$ cat src/rtl/div_restore_ctrl.sv
// div_restore_ctrl: control FSM and 33-bit remainder datapath for the 16-bit
// unsigned restoring divider. It drives the divisor/quotient shift stage
// (startbit, srOraddsub, iteration, operation) and consumes its shiftedD.
// Sequence: LOAD, then 17 rounds of SUB/TEST/SHIFT, then a one-cycle DONE.
// Optional build macro: DIV_ZERO_DETECT_EN. When it is defined, a zero
// divisor jumps straight to DONE and raises div_by_zero. When it is not
// defined, div_by_zero is tied low and a zero divisor runs all 17 rounds.
module div_restore_ctrl (
  input  logic        clk,
  input  logic        rst,
  input  logic        start,
  input  logic [15:0] dividend,
  input  logic [15:0] divisor,
  input  logic [31:0] shiftedD,
  output logic        startbit,
  output logic        srOraddsub,
  output logic [5:0]  iteration,
  output logic [1:0]  operation,
  output logic [15:0] remainder,
  output logic        busy,
  output logic        done,
  output logic        div_by_zero
);

  typedef enum logic [2:0] {
    IDLE  = 3'd0,
    LOAD  = 3'd1,
    SUB   = 3'd2,
    TEST  = 3'd3,
    SHIFT = 3'd4,
    DONE  = 3'd5
  } state_t;

  localparam logic [5:0] LAST_ITER = 6'd16;  // count before the 17th increment

  state_t      state, state_nx;
  logic [32:0] rem;
  logic [32:0] rem_diff;
  logic [32:0] rem_sum;
  logic        zero_req;

  // rem_diff is the trial subtraction. rem_sum undoes it when a borrow occurs.
  assign rem_diff  = {1'b0, rem[31:0]} - {1'b0, shiftedD};
  assign rem_sum   = rem + {1'b0, shiftedD};
  assign remainder = rem[15:0];

`ifdef DIV_ZERO_DETECT_EN
  assign zero_req = (divisor == 16'd0);

  // Divide-by-zero flag: cleared when a new operation is accepted, set when the divisor is zero.
  always_ff @(posedge clk or posedge rst) begin
    if (rst)
      div_by_zero <= 1'b0;
    else if (state == IDLE && start)
      div_by_zero <= zero_req;
  end
`else
  assign zero_req    = 1'b0;
  assign div_by_zero = 1'b0;
`endif

  // State register.
  always_ff @(posedge clk or posedge rst) begin
    // NOTE: sequential state uses non-blocking (<=) so every flop samples pre-edge values.
    if (rst)
      state <= IDLE;
    else
      state <= state_nx;
  end

  // Next-state logic and Moore outputs that go to the shift stage and the writeback logic.
  always_comb begin
    // NOTE: assign every output a default first, so no path through the case infers a latch.
    state_nx   = state;
    startbit   = 1'b0;
    srOraddsub = 1'b1;
    busy       = 1'b1;
    done       = 1'b0;
    unique case (state)
      IDLE: begin
        busy = 1'b0;
        if (start)
          state_nx = zero_req ? DONE : LOAD;
      end
      LOAD: begin
        startbit = 1'b1;
        state_nx = SUB;
      end
      SUB: begin
        startbit = 1'b1;
        state_nx = TEST;
      end
      TEST: begin
        startbit = 1'b1;
        state_nx = SHIFT;
      end
      SHIFT: begin
        startbit   = 1'b1;
        srOraddsub = 1'b0;
        state_nx   = (iteration == LAST_ITER) ? DONE : SUB;
      end
      DONE: begin
        done     = 1'b1;
        state_nx = IDLE;
      end
      default: state_nx = IDLE;
    endcase
  end

  // Remainder datapath, round counter and quotient-bit command.
  always_ff @(posedge clk or posedge rst) begin
    if (rst) begin
      rem       <= '0;
      iteration <= '0;
      operation <= 2'b00;
    end else begin
      unique case (state)
        IDLE: begin
          if (start) begin
            rem       <= {17'b0, dividend};
            iteration <= '0;
          end
        end
        SUB: rem <= rem_diff;
        TEST: begin
          if (rem[32]) begin
            // Borrow: restore the pre-subtract value and drop the sign bit.
            rem       <= {1'b0, rem_sum[31:0]};
            operation <= 2'b10;
          end else begin
            operation <= 2'b01;
          end
        end
        SHIFT: begin
          operation <= 2'b00;
          iteration <= iteration + 6'd1;
        end
        default: ;
      endcase
    end
  end

endmodule
$ cat config.mk
export PLATFORM = sky130hd
export DESIGN_NAME = div_restore_ctrl
export DESIGN_NICKNAME = d
export VERILOG_FILES = /design/src/rtl/div_restore_ctrl.sv
export SDC_FILE = /design/constraint.sdc
export NUM_CORES = 1
export LEC_CHECK = 0
export CAP_MARGIN = 20
export CELL_PAD_IN_SITES_DETAIL_PLACEMENT = 0
export CELL_PAD_IN_SITES_GLOBAL_PLACEMENT = 1
export CORE_UTILIZATION = 43
export DETAILED_ROUTE_END_ITERATION = 10
export PLACE_DENSITY = 0.9
export SKIP_LAST_GASP = 1
export SYNTH_ARGS = -nofsm -noshare
export SYNTH_HDL_FRONTEND = slang
export SYNTH_SLANG_ARGS = --single-unit
$ cat constraint.sdc
create_clock -name clk -period 4.8 [get_ports clk]
set_clock_uncertainty 0.15 [all_clocks]
set_input_delay 0.72 -clock clk [delete_from_list [all_inputs] [get_ports clk]]
set_output_delay 0.72 -clock clk [all_outputs]
set_load 0.01 [all_outputs]
== Word level (Yosys, flattened, before mapping) ==
Cells that the tools add are included.
Operators by class
  $mul: 0
  mux-type cells: 14
  $lt $le $gt $ge: 0
  eq/ne operators: 8
  $add $sub $neg: 3
  shifts and indexed selects: 0
  reduce and logical (&&, ||, !) cells: 8
  div/mod/pow operators: 0
  bitwise logic cells: 0
Operator list (number)
  33-bit one-hot mux with 3 select lines: 1
  33-bit two-way mux: 1
  32-bit by 32-bit subtractor with 33-bit output: 1
  32-bit adder: 1
  32-bit two-way mux: 1
  3-bit one-hot mux with 5 select lines: 1
  6-bit one-hot mux with 2 select lines: 1
  6-bit by 1-bit adder with 6-bit output, second input constant: 1
  3-bit by 2-bit equality test with 1-bit output, second input constant: 2
  3-bit equality test, second input constant: 2
  6-bit by 5-bit equality test with 1-bit output, second input constant: 1
  3-bit two-way mux: 2
  6-bit two-way mux: 1
  1-bit two-way mux: 4
  2-bit inequality test, second input constant: 2
  2-bit one-hot mux with 2 select lines: 1
  2-bit AND reduction: 2
  2-bit nonzero test: 2
  4-bit OR reduction: 1
  3-bit by 1-bit equality test with 1-bit output, second input constant: 1
  3-bit logical NOT: 1
  3-bit AND reduction: 1
  3-bit nonzero test: 1
  2-bit two-way mux: 1
Word-level totals
  logic and storage cells: 38
  latch bits: 0
  memories kept: 0
  memory bits (read-only): 0
  register bits after elaboration: 44
  output and inout bits: 29
  memory bits (writable): 0

== Longest topological paths before layout ==
Gate-level depths: netlist of the first run.
  word-level depth: 3
  depth in mapped cells: 13
  gate-level depth less buffers: 13

== Worst setup path before layout of the first run ==
Ideal clock, no wire load.
  path type: input-to-reg
  from: input shiftedD[0]
  to: register rem[30]
  buffers on the path: 0
  arrival time: 2980 ps
  cell stages on the path: 12
  setup time: 129 ps
  data required time: 4521 ps
  setup slack: 1541 ps
  cell sequence: ha_1 > fa_1 > and2b_1 > o2111ai_1 > and4b_1 > o31ai_4 > a31oi_2 > o211ai_1 > nand2_1 > xnor2_1 > a221oi_2 > o21ai_1
Between the ends
  longest elaborated chain between the ends: 3
  elaborated cells on any way between the ends: 4
  classes of those cells: add/sub (2); mux (2)
Ends and longest elaborated chain
  start, declared: RTL line 14  | input logic [31:0] shiftedD,
  32-bit adder: RTL line 44  | assign rem_sum = rem + {1'b0, shiftedD};
  32-bit two-way mux: RTL line 126  | if (rem[32]) begin
  33-bit one-hot mux with 3 select lines (*): RTL line 117  | unique case (state)
  end signal, assigned: RTL line 120  | rem <= {17'b0, dividend};
  end signal, assigned: RTL line 124  | SUB: rem <= rem_diff;
  end signal, assigned: RTL line 128  | rem <= {1'b0, rem_sum[31:0]};
  end, declared: RTL line 37  | logic [32:0] rem;
Every way passes the cells marked *; elsewhere a longest branch is shown, timed or not. The select of a mux whose other input is x is not followed.
A chain may end at the register's enable or synchronous reset.

== Worst setup path after layout of the first run ==
  from: input shiftedD[0]
  to: register rem[20]
The elaborated chain is that of the path after synthesis.

==> flow_metrics.py, run 1 <==
metrics = {
    "logic_synthesis": {
        "syn_area_sq_mm": 0.00561,
        "yosysTopAreaCell": "dfrtp_1",
        "synth_area_leaders": "dfrtp_1 20%, ha_1 15%, a21oi_1 6.1%, nor2_1 4.5%, nand2_1 4.3%",
        "synth.distinct_cells": 79,
        "synthCells": 731,
        "ys_seq_area_frac": 0.196,
        "ys_warn_count": 0,
        "ys.flop_type": "dfrtp_1",
        "async_reset_ff_frac": 1.00,
        "avgSynthCellArea_sq_um": 7.67,
        "synth_nets": 866,
        "yosys-top-cells-count": "68 x a21oi_1, 67 x nor2_1, 66 x ha_1",
        "ys_seq_elements": 44,
        "synth_top_area_frac": 0.196,
        "synth-edff-count": 0,
        "yosysMostFrequentCell": "a21oi_1",
    },
    "power": {
        "power_leakage_nw": 2.82,
        "power_switching_share": 0.494,
        "p_switching_mw": 1.96,
        "p_int_mw": 2.01,
        "combPwrFrac": 0.724,
        "power.share.clock": 0.107,
        "vdd_ir_drop_max_mv": 0.273,
        "seq_power_share": 0.169,
        "p_per_area_mw_per_mm2": 609,
        "power_mw": 3.98,
    },
    "sta": {
        "rsz0062_at_grt": "no",
        "min_period_ps": 3980,
        "finalHoldViolations": 0,
        "timing.fmax_mhz": 251,
        "layout_setup_ws_ps": 820,
        "finalCritPeriodShare": 0.829,
        "relSlewSlack": 0.475,
        "setup_viol": 0,
        "drv_slew": 0,
        "worst_pin_slew_ps": 788,
        "finalSetupTns_ps": 0,
    },
    "worst_setup_path": {
        "end_kind": "flop",
        "worstSetupPathType": "input port to flop",
        "required_ps": 4860,
        "start_kind": "input port",
        "critPathArrivalTime_ps": 4040,
        "path_max_fanout": 3,
    },
    "placement": {
        "dp.cells": 933,
        "portBuffers": 78,
        "pre_cts_slack_ps": 578,
        "hpwl_microns": 11800,
        "finalWeightedCongestion": 0.924,
    },
    "drt": {
        "wl_per_cell_microns": 16.6,
        "routed_wl_microns": 15600,
        "drc_errors": 0,
        "vias": 5326,
        "dr.pass1.iters": 5,
        "drt-initial-drc-count": 353,
        "drt-vias-per-instance": 5.65,
        "postRouteAntennaNets": 0,
    },
    "cells_and_area": {
        "num-nets-final": 904,
        "fin_cells": 942,
        "n_antenna_cell": 0,
        "syn2layout_area_growth_pct": 16.5,
        "layout-drive-gt1-share": 0.0779,
        "num-fill-cells": 1269,
        "utilization": 0.516,
    },
    "clock_network": {
        "htreeDepth": 2,
        "clk_path_buf_depth": 2,
        "clk-insertion-delay-late_ps": 300,
        "hold_buffers": 0,
        "postCtsSetupBuffers": 0,
        "cts_buffers": 5,
        "cts.clk_slew.worst_paths_ps": 70,
        "cts_resized": 0,
        "cts_tree": "built",
        "cts_num_sinks": 44,
        "root_buffer": "clkbuf_16",
    },
    "floorplan": {
        "num_rows": 41,
        "die-area_sq_mm": 0.0135,
        "num_io_pins": 96,
        "die_y_microns": 116,
        "core-area_sq_mm": 0.0127,
        "die_x_microns": 116,
        "initial_core_util": 0.443,
    },
    "global_route": {
        "antenna_found_initial": 0,
        "grt_pass1_wl_microns": 25600,
        "grt_use_total": 0.244,
        "grt.overflow.total": 0,
        "first_global_vias": 5248,
        "grt_start_max_net_pins": 45,
    },
    "worst_hold_path": {
        "hold_class": "flop to flop",
    },
    "job": {
        "maxCapViolations": 0,
    },
    "run_status": {
        "status": "complete, no violations",
    },
}
==> critical path, stage by stage <==
cell	delay, ps
clkdlybuf4s50_1	520
ha_1	190
inv_1	60
fa_1	380
o21bai_1	300
a2111oi_2	160
o31ai_1	490
nand2b_1	190
o21bai_1	320
nand3_1	120
nand3b_1	110
a31oi_1	100
xnor2_1	160
o31ai_1	190
==> through the flow <==
stage               area, sq um  hold slack [ps]
floorplan                  5610              312
global placement           6340              323
detailed placement         6340              333
CTS                        6510              349
global route               6530              371
finish                     6530              349
==> flip-flops by register name, indices dropped and copies added, names as in the netlist <==
name and count:
state 3, operation 2, iteration 6, rem 33
==> cells in the final DEF, fill, tap and decap left out, drive strengths merged, types with 3 or more instances in the layout <==
cell,n
clkdlybuf4s50,78
and2,3
clkinv,4
a31oi,17
a21oi,73
a2111oi,3
and3,4
nand2,65
nor3,13
a211oi,14
o21ai,64
o21bai,12
nand3,20
nor2,70
mux2i,6
nand4,3
a22oi,3
or3,4
o211ai,7
nor4,10
clkbuf,5
nor2b,7
buf,7
ha,66
o31a,3
or2,3
dfrtp,44
xnor2,27
o21a,7
inv,61
nand2b,11
xor2,4
a21o,9
o31ai,13
==> cell type report <==
cell class	count	area (sq um)	area share
Multi-Input combinational cell	570	3960	0.606
Inverter	63	239	0.0366
Clock buffer	5	125	0.0192
Timing Repair Buffer	85	846	0.129
Tap cell	172	215	0.0329
Clock inverter	3	47.5	0.00728
Sequential cell	44	1100	0.169
==> power by group through the flow <==
stage / logic [mW] / registers, mW / clock network [mW]
after floorplan: 2.32 / 0.636 / 0
after global placement: 2.79 / 0.669 / 0
after detailed placement: 2.83 / 0.679 / 0
after CTS: 2.86 / 0.672 / 0.436
after global routing: 3.20 / 0.695 / 0.446
final: 2.88 / 0.673 / 0.425
==> layer usage <==
metal | GRT usage | up-vias | wire, microns
met5 | 0 | - | 0
met4 | 0.0846 | 0 | 304
met3 | 0.0296 | 22 | 600
met2 | 0.433 | 156 | 7800
met1 | 0.303 | 2513 | 6930
li1 | - | 2635 | -
==> final timing paths <==
| check | from | to | slack, ps | depth (start not counted) |
|---|---|---|---|---|
| max | shiftedD[0] | rem[20] | 820 | 14 |
| min | rem[31] | rem[31] | 350 | 2 |
| max reg2reg | rem[0] | rem[30] | 1370 | 13 |
| min reg2reg | rem[31] | rem[31] | 350 | 2 |
| max in group asynchronous | rst | rem[13] | 3460 | 3 |
| min in group asynchronous | rst | rem[0] | 550 | 2 |
==> cells by family (layout without fill, tap and decap cells) <==
family,after synthesis,in the layout,synth area share
AOI/OAI and AO/OA,242,242,0.299
xor gates and xnor gates,31,31,0.0484
adders and majority gates,68,68,0.154
buffers and inverters,117,156,0.0979
DFF,44,44,0.196
muxes,8,8,0.0147
other,1,1,0.000669
and+or+nand+nor,220,220,0.188
Note: power is estimated with default switching activity, not from simulation.
==> run 2, diff against run 1 <==
Settings changed: CORE_UTILIZATION 43 to 40, PLACE_DENSITY 0.9 to 0.85.
Clock period 4.8 ns to 3.7 ns, I/O delays scaled along.
==> flow_metrics.py, run 2 (synthesis results as in run 1) <==
metrics = {
    "power": {
        "p_switching_mw": 2.66,
        "combPwrFrac": 0.744,
        "seq_power_share": 0.156,
        "power_switching_share": 0.478,
        "power_mw": 5.57,
        "p_int_mw": 2.91,
        "vdd_ir_drop_max_mv": 0.414,
        "power.share.clock": 0.100,
        "p_per_area_mw_per_mm2": 803,
        "power_leakage_nw": 3.07,
    },
    "clock_network": {
        "cts_num_sinks": 44,
        "postCtsSetupBuffers": 0,
        "clk_path_buf_depth": 2,
        "root_buffer": "clkbuf_16",
        "htreeDepth": 2,
        "cts_resized": 0,
        "cts_tree": "built",
        "cts_buffers": 5,
        "clk-insertion-delay-late_ps": 310,
        "cts.clk_slew.worst_paths_ps": 70,
        "hold_buffers": 0,
    },
    "cells_and_area": {
        "largestRegisters": "rem: 33 flops, iteration: 6 flops, state: 3 flops",
        "multi_input_area_sq_mm": 0.00396,
        "largest_reg_flops": 33,
        "final_cell_mix": "78 x clkdlybuf4s50_1, 68 x a21oi_1, 67 x nor2_1",
        "num-fill-cells": 1322,
        "n_antenna_cell": 0,
        "syn2layout_area_growth_pct": 23.6,
        "fin_area_sq_mm": 0.00693,
        "num-nets-final": 956,
        "regArea_sq_mm": 0.00110,
        "final_common_cell": "clkdlybuf4s50_1",
        "layout-drive-gt1-share": 0.137,
        "max_flop_register": "rem",
    },
    "global_route": {
        "grt_pass1_wl_microns": 27000,
        "grt_use_total": 0.231,
        "first_global_vias": 5546,
        "antenna_found_initial": 0,
        "grt_start_max_net_pins": 45,
        "grt.overflow.total": 0,
    },
    "sta": {
        "setup_viol": 0,
        "worst_pin_slew_ps": 564,
        "whs_ps": 363,
        "timing.fmax_mhz": 279,
        "min_period_ps": 3580,
        "finalCritPeriodShare": 0.967,
        "rsz0062_at_grt": "yes",
        "drv_slew": 0,
        "layout_setup_ws_ps": 121,
        "finalHoldViolations": 0,
        "relSlewSlack": 0.622,
    },
    "floorplan": {
        "num_rows": 42,
        "initial_core_util": 0.417,
        "core-area_sq_mm": 0.0135,
        "die_x_microns": 120,
        "die-area_sq_mm": 0.0145,
        "num_io_pins": 96,
        "die_y_microns": 120,
    },
    "drt": {
        "wl_per_cell_microns": 16.4,
        "postRouteAntennaNets": 0,
        "routed_wl_microns": 16400,
        "drt-initial-drc-count": 511,
        "drt-vias-per-instance": 5.57,
        "drc_errors": 0,
        "dr.pass1.iters": 5,
        "vias": 5556,
    },
    "worst_setup_path": {
        "rr_endpoint": "rem[26]",
        "reg2reg_depth": 14,
        "r2r_start": "rem[0]",
        "end_kind": "flop",
        "regToRegSetupSlack_ps": 460,
        "worstSetupPathType": "input port to flop",
        "path_max_fanout": 4,
        "start_kind": "input port",
        "critPathArrivalTime_ps": 3620,
        "required_ps": 3740,
    },
    "placement": {
        "hpwl_microns": 12500,
        "finalWeightedCongestion": 0.947,
        "portBuffers": 78,
        "pre_cts_slack_ps": -195,
        "placed_area_sq_mm": 0.00674,
    },
    "worst_hold_path": {
        "min_from": "rem[31]",
        "hold_class": "flop to flop",
        "hold_end": "rem[31]",
        "min_path_cells": 2,
    },
    "job": {
        "maxCapViolations": 0,
    },
    "run_status": {
        "status": "complete, no violations",
    },
}
-- run 2: cell types whose count changed in the layout (fill, tap and decap cells not counted) --
cell        change
buf_4          +52
clkinvlp_4      +1
clkinv_4        -2
o21bai_1        -1
o21bai_2        +1
inv_6           +1
-- run 2: area by class of cell --
| class | count | area share |
|---|---|---|
| clock buffer | 5 | 0.0181 |
| clock inverter | 3 | 0.00668 |
| inverter | 63 | 0.0345 |
| multi-input combinational | 570 | 0.572 |
| sequential | 44 | 0.159 |
| tap | 176 | 0.0318 |
| timing repair buffer | 137 | 0.178 |
-- run 2: metal layers --
layer | GRT usage | wire [microns] | up-vias | part of all wire
met4 | 0.0756 | 360 | 0 | 0.022
li1 | - | - | 2728 | -
met5 | 0 | 0 | - | 0
met2 | 0.400 | 7930 | 183 | 0.48
met1 | 0.292 | 7310 | 2619 | 0.45
met3 | 0.0363 | 764 | 26 | 0.047
-- run 2: power by group through the flow --
stage          clock [mW]  sequential [mW]  combinational, mW
2_1_floorplan           0            0.825               3.01
3_3_place_gp            0            0.871               3.99
3_5_place_dp            0            0.880               4.06
4_1_cts             0.568            0.871               4.09
5_1_grt             0.582            0.903               4.53
6_report            0.555            0.871               4.14
-- run 2: how the worst max path moves through the flow --
stage	from	to	slack, ps
finish	shiftedD[0]	rem[26]	120
global route	shiftedD[0]	rem[26]	-20
CTS	shiftedD[0]	rem[26]	110
global placement	shiftedD[0]	rem[26]	-170
floorplan	shiftedD[0]	rem[30]	610
detailed placement	shiftedD[0]	rem[26]	-190
-- run 2: stage by stage --
stage	utilization	setup TNS, ps	instances
2_1_floorplan	-	0	731
3_3_place_gp	0.501	-949	989
3_5_place_dp	0.501	-1270	989
4_1_cts	0.513	0	997
5_1_grt	0.515	-21.5	998
6_report	0.515	0	998
-- run 2: critical path: stages --
cell	delay, ps
clkdlybuf4s50_1	460
ha_1	230
inv_1	70
fa_1	200
o21bai_2	110
a2111oi_2	400
o31ai_1	150
buf_4	150
a211oi_2	320
o21ai_2	160
a31oi_1	240
xnor2_1	160
o22ai_1	100
o21ai_1	230
nand2_1	70
